## config.mk

```make
export PLATFORM = sky130hd
export DESIGN_NAME = mem_access_sequencer
export DESIGN_NICKNAME = d
export VERILOG_FILES = /design/src/rtl/mem_access_sequencer.sv
export SDC_FILE = /design/constraint.sdc
export NUM_CORES = 1
export LEC_CHECK = 0
export CAP_MARGIN = 30
export CORE_ASPECT_RATIO = 0.5
export CORE_UTILIZATION = 30
export DETAILED_ROUTE_END_ITERATION = 8
export PLACE_DENSITY = 0.49
export SYNTH_ARGS = -nofsm -noshare
export SYNTH_HDL_FRONTEND = slang
export SYNTH_SLANG_ARGS = --single-unit
```

## constraint.sdc

```tcl
create_clock -name Clk -period 4.35 [get_ports Clk]
set_input_delay 0.87 -clock Clk [delete_from_list [all_inputs] [get_ports Clk]]
set_output_delay 0.87 -clock Clk [all_outputs]
set_load 0.005 [all_outputs]
```

## src/rtl/mem_access_sequencer.sv

```systemverilog
// Multi-cycle sequencer for one decoded SPARC V8 load/store: drives MAR, MDR, RAM and
// register-file controls, waits on the RAM MFC handshake, and issues two word beats for
// LDD/STD. Aborts with a trap on illegal op3, misalignment or MFC timeout.
module mem_access_sequencer #(
  parameter int unsigned MFC_TIMEOUT = 15
) (
  input  logic       Clk,
  input  logic       RESET,
  input  logic       start,
  input  logic [5:0] op3,
  input  logic [4:0] rd,
  input  logic [2:0] addr_lo,
  input  logic       MFC,
  output logic       busy,
  output logic       done,
  output logic       trap,
  output logic [1:0] trap_code,
  output logic       MAR_Enable,
  output logic       RAM_enable,
  output logic [5:0] RAM_OpCode,
  output logic       MDR_Enable,
  output logic       MDR_Mux_select,
  output logic       register_file,
  output logic [4:0] in_PC,
  output logic [4:0] in_PA,
  output logic       word_sel
);

  localparam logic [7:0] CntLast        = 8'(MFC_TIMEOUT - 1);
  localparam logic [1:0] CodeMisaligned = 2'b01;
  localparam logic [1:0] CodeIllegal    = 2'b10;
  localparam logic [1:0] CodeTimeout    = 2'b11;

  typedef enum logic [3:0] {
    StIdle, StAddr, StSdata, StMem, StCap, StWb, StNext, StDone, StTrap
  } state_e;

  state_e     state_q, state_d;
  logic       beat_q, beat_d;
  logic [5:0] op3_q, op3_d;
  logic [4:0] rd_q, rd_d;
  logic [7:0] cnt_q, cnt_d;
  logic [1:0] code_q, code_d;

  logic       busy_q, busy_d;
  logic       done_q, done_d;
  logic       trap_q, trap_d;
  logic [1:0] trap_code_q, trap_code_d;
  logic       mar_en_q, mar_en_d;
  logic       ram_en_q, ram_en_d;
  logic [5:0] ram_op_q, ram_op_d;
  logic       mdr_en_q, mdr_en_d;
  logic       mdr_sel_q, mdr_sel_d;
  logic       rf_we_q, rf_we_d;
  logic [4:0] in_pc_q, in_pc_d;
  logic [4:0] in_pa_q, in_pa_d;
  logic       word_sel_q, word_sel_d;

  logic in_legal, in_misaligned;
  logic cur_store, cur_double, last_beat;

  // Legality and alignment of the request presented with start.
  always_comb begin
    in_legal      = 1'b1;
    in_misaligned = 1'b0;
    case (op3)
      6'b000000, 6'b000100:            in_misaligned = (addr_lo[1:0] != 2'b00);
      6'b000010, 6'b001010, 6'b000110: in_misaligned = addr_lo[0];
      6'b000011, 6'b000111:            in_misaligned = (addr_lo != 3'b000) || rd[0];
      6'b000001, 6'b001001, 6'b000101: in_misaligned = 1'b0;
      default:                         in_legal      = 1'b0;
    endcase
  end

  // Properties of the latched access; all legal stores have op3[2] set.
  always_comb begin
    cur_store  = op3_q[2];
    cur_double = (op3_q[1:0] == 2'b11);
    last_beat  = !cur_double || beat_q;
  end

  // Next-state and latched-request logic.
  always_comb begin
    state_d = state_q;
    beat_d  = beat_q;
    op3_d   = op3_q;
    rd_d    = rd_q;
    cnt_d   = cnt_q;
    code_d  = code_q;
    case (state_q)
      StIdle: begin
        if (start) begin
          op3_d  = op3;
          rd_d   = rd;
          beat_d = 1'b0;
          if (!in_legal) begin
            state_d = StTrap;
            code_d  = CodeIllegal;
          end else if (in_misaligned) begin
            state_d = StTrap;
            code_d  = CodeMisaligned;
          end else begin
            state_d = StAddr;
          end
        end
      end
      StAddr: begin
        state_d = cur_store ? StSdata : StMem;
        cnt_d   = '0;
      end
      StSdata: begin
        state_d = StMem;
        cnt_d   = '0;
      end
      StMem: begin
        // MFC takes priority over an expiring counter.
        if (MFC) begin
          state_d = cur_store ? StNext : StCap;
        end else if (cnt_q == CntLast) begin
          state_d = StTrap;
          code_d  = CodeTimeout;
        end else begin
          cnt_d = cnt_q + 8'd1;
        end
      end
      StCap: state_d = StWb;
      // Loads resolve the beat decision in WB; stores spend a cycle in NEXT.
      StWb, StNext: begin
        if (last_beat) begin
          state_d = StDone;
        end else begin
          beat_d  = 1'b1;
          state_d = StAddr;
        end
      end
      StDone, StTrap: state_d = StIdle;
      default:        state_d = StIdle;
    endcase
  end

  logic       nxt_store, nxt_double;
  logic [4:0] nxt_reg;

  // Moore output decode from the next state, so the outputs can be registered.
  always_comb begin
    nxt_store   = op3_d[2];
    nxt_double  = (op3_d[1:0] == 2'b11);
    nxt_reg     = beat_d ? {rd_d[4:1], 1'b1} : rd_d;
    busy_d      = (state_d != StIdle);
    done_d      = (state_d == StDone);
    trap_d      = (state_d == StTrap);
    trap_code_d = (state_d == StTrap) ? code_d : 2'b00;
    mar_en_d    = (state_d == StAddr);
    ram_en_d    = (state_d == StMem);
    ram_op_d    = '0;
    if (state_d inside {StAddr, StSdata, StMem}) begin
      ram_op_d = nxt_double ? {3'b000, nxt_store, 2'b00} : op3_d;
    end
    mdr_en_d    = (state_d == StSdata) || (state_d == StCap);
    mdr_sel_d   = ((state_d == StMem) && !nxt_store) || (state_d == StCap);
    rf_we_d     = (state_d == StWb);
    in_pc_d     = (state_d == StWb) ? nxt_reg : 5'd0;
    in_pa_d     = (state_d == StSdata) ? nxt_reg : 5'd0;
    word_sel_d  = beat_d && (state_d inside {StAddr, StSdata, StMem, StCap, StWb, StNext});
  end

  // State, latched request and registered outputs.
  always_ff @(posedge Clk or posedge RESET) begin
    if (RESET) begin
      state_q     <= StIdle;
      beat_q      <= 1'b0;
      op3_q       <= '0;
      rd_q        <= '0;
      cnt_q       <= '0;
      code_q      <= '0;
      busy_q      <= 1'b0;
      done_q      <= 1'b0;
      trap_q      <= 1'b0;
      trap_code_q <= '0;
      mar_en_q    <= 1'b0;
      ram_en_q    <= 1'b0;
      ram_op_q    <= '0;
      mdr_en_q    <= 1'b0;
      mdr_sel_q   <= 1'b0;
      rf_we_q     <= 1'b0;
      in_pc_q     <= '0;
      in_pa_q     <= '0;
      word_sel_q  <= 1'b0;
    end else begin
      state_q     <= state_d;
      beat_q      <= beat_d;
      op3_q       <= op3_d;
      rd_q        <= rd_d;
      cnt_q       <= cnt_d;
      code_q      <= code_d;
      busy_q      <= busy_d;
      done_q      <= done_d;
      trap_q      <= trap_d;
      trap_code_q <= trap_code_d;
      mar_en_q    <= mar_en_d;
      ram_en_q    <= ram_en_d;
      ram_op_q    <= ram_op_d;
      mdr_en_q    <= mdr_en_d;
      mdr_sel_q   <= mdr_sel_d;
      rf_we_q     <= rf_we_d;
      in_pc_q     <= in_pc_d;
      in_pa_q     <= in_pa_d;
      word_sel_q  <= word_sel_d;
    end
  end

  assign busy           = busy_q;
  assign done           = done_q;
  assign trap           = trap_q;
  assign trap_code      = trap_code_q;
  assign MAR_Enable     = mar_en_q;
  assign RAM_enable     = ram_en_q;
  assign RAM_OpCode     = ram_op_q;
  assign MDR_Enable     = mdr_en_q;
  assign MDR_Mux_select = mdr_sel_q;
  assign register_file  = rf_we_q;
  assign in_PC          = in_pc_q;
  assign in_PA          = in_pa_q;
  assign word_sel       = word_sel_q;

endmodule

```

==> results.md <==
- NumNets Final: 265
- Clk buf depth: 2
- RSZ-0062 raised after global routing: no
- Row count: 22
- Crit Path Category: in2reg
- Final Cell Area: 2980 sq um
- CP max FO: 9
- Least-Margin Pin Slew: 0.990 ns
- YS warnings: 0
- Mapped cell area: ~2300 sq um
- Iteration-0 DRC Markers: 81
- # port buffers: 44
- Slew Viols, Final: 0
- Worst-Skew Late Latency: 0.30 ns
- Tmin final: between 2 and 3 ns
- WL final: 5210 um
- Multi-input logic area: between 900 and 1000 sq um
- CTS tree: built
- Initial antenna violation count: 0
- Die W: 126 um
- GRT Util Overall: 0.145
- Cell family with most CP delay: simple AND/OR/NAND/NOR gates
- Fin util: 0.406
- Ys flop type: dfrtp_1
- CTS Sinks: 52
- Share of cells above drive strength 1: 0.106
- Die Ht: 63.8 um
- Root buffer cell: clkbuf_16
- Final setup vio count: 0
- Die ar.: 8010 sq um
- Final Cycle Share: 0.659
- DRC Markers: 1
- Setup crit end kind: register
- Max stage delay on crit path: 0.57 ns
- Max IR drop VDD: 0.000232 V
- Clock-pin slew on the worst setup and hold paths: ~0.07 ns
- Max H-tree Level: 2
- Slew headroom: 0.339
- Via/cell ratio: 4.92
- Final worst slack: around 1.5 ns
- Total power: 1.99 mW
- Via count: 1682
- N_diodes: 0
- Share of the synthesized area in the top cell type: 0.568
- Largest net degree at the start of global routing: 28
- Critical-path top delay cell: clkdlybuf4s50_1
- Placed cells: 334
- Initial Util: 0.312
- CP arrival: 3.04 ns
- WP data required: 4.52 ns
- Syn nets: 219
- Worst-path cell chain: clkdlybuf4s50_1 > nand2_1 > o32a_1 > a31oi_1 > nor2_1 > or4_1
- Area Overhead vs Synth: 30.3%
- Leakage power total: 1.27 nW
- Outcome: complete, but fails checks
- Failing checks: DRC
- #FFs+latches synth: 52
- Final setup TNS: 0 ns
- Seq/Total Area, Yosys: 0.568
- WL/cell: roughly 15 um
- PD cells: 668 nW/um^2
- ANT nets after route: 0
- DP HPWL: 3740 um
- EDFF count, synth: 0
- Startpoint types: primary input
- Hold buffer count at CTS: 0
- Hold WS: 0.504 ns
- Buf/Inv on CP: 1
- Post-synth ARST share: 1.00
- Fin cells: 342
- Pre-antenna DRT Iters: 6
- Area leader, netlist: dfrtp_1
- Cell variety after synth: 49
- Mean area per synthesized cell: approximately 12 sq um
- CTS buffer count: 5
- FILL cells: 697
- Hold Path Class: reg2reg
- Clk_skew: 0.00969 ns
- First-pass GRT wire length: a little under 9000 um
- GPL Wtd Cong: 0.791
- Setup Buffers After CTS: 0
- Resize count post-CTS: 0
- Total gr overflow: 0
- Top Ports: 45
- Synth Instances: 199
- Number of global-route vias before repair: 1759
- Fmax: 349 MHz
- Pre-CTS WS: 1.18 ns
- Final hold vios: 0
- Cell area after placement: 2840 sq um
- Synth area leaders: dfrtp_1 (57%), mux2i_1 (3.5%), mux2_2 (3.0%), nand2_1 (2.1%), nor2_1 (2.1%)
- Most frequent cells in the layout: dfrtp_1 (52), clkdlybuf4s50_1 (44), nand2_1 (13), nor2_1 (13), inv_1 (11)
- Register Area: 1300 sq um
- Max cap viols: 0
- Most common cell after layout, fill and taps aside: dfrtp_1
- Core ar.: 7350 sq um
[worst paths after layout]
check                         start       end  slack [ns]  depth (start not counted)
setup / recovery             op3[0]      busy        1.48                          6
setup reg to reg           cnt_q[0]  cnt_q[0]        1.61                          7
max in group asynchronous     RESET  in_PA[2]        2.86                          3
min in group asynchronous     RESET  op3_q[5]        0.96                          2
hold reg to reg            op3_q[3]  op3_q[3]        0.50                          1
hold / removal             op3_q[3]  op3_q[3]        0.50                          1
[registers in the layout (all words and copies together), names as in the netlist, 2 cells and up]
register    count
RAM_OpCode      6
op3_q           6
trap_code       2
in_PA           5
cnt_q           8
in_PC           5
rd_q            5
state_q         4
[final cells by class]
type	count	share of cell area
clock buffers	6	0.0432
clock inverters	2	0.00545
inverters	13	0.0164
multi-input cells	128	0.304
flip-flops and latches	52	0.436
well taps	96	0.0403
repair buffers	45	0.154
[synthesized netlist by cell type, types with 2 or more instances]
cell,n
nor2_1,13
buf_2,5
nor3_1,7
mux2_2,6
ha_1,2
a211oi_1,2
o31ai_1,4
and3_1,2
nand2_1,13
or2_2,2
xnor2_1,2
nor2b_1,2
dfrtp_1,52
nand3_1,6
o21ai_0,5
or4_1,5
nand2b_1,6
nand3b_1,2
mux2i_1,8
a21oi_1,8
nor3b_1,6
nor4_1,3
inv_1,12
[logic make-up (layout without fill, tap and decap cells)]
kind of cell,after synthesis,count (layout),synth area share
AO/OA/AOI/OAI,32,32,0.108
XOR/XNOR,3,3,0.0115
adder cells (fa/ha/maj),2,2,0.0109
buffers and inverters,19,66,0.0355
flip-flops,52,52,0.568
multiplexers,14,14,0.0645
AND/OR/NAND/NOR,77,77,0.202
[routing by layer]
metal / wire, um / track usage
met5: 0 / 0
met2: 2440 / 0.238
met3: 173 / 0.0427
met1: 2500 / 0.177
met4: 100 / 0.0716
[worst register-to-register path, delay by kind of cell, from the launching register on]
family / cells / cell delay (ns)
fa+ha+maj: 1 / 0.15
mux: 1 / 0.22
buf+inv: 1 / 0.09
flops: 1 / 0.41
compound gates: 2 / 1.00
simple gates: 2 / 0.82
[power by group]
part           switching (mW)  total [mW]  leakage [nW]  internal, mW
registers              0.0976       0.741         0.680         0.644
clock network           0.181       0.396        0.0671         0.215
logic                   0.486       0.854         0.525         0.369
total                   0.764        1.99          1.27          1.23
Power figures use the tool's default switching activity.
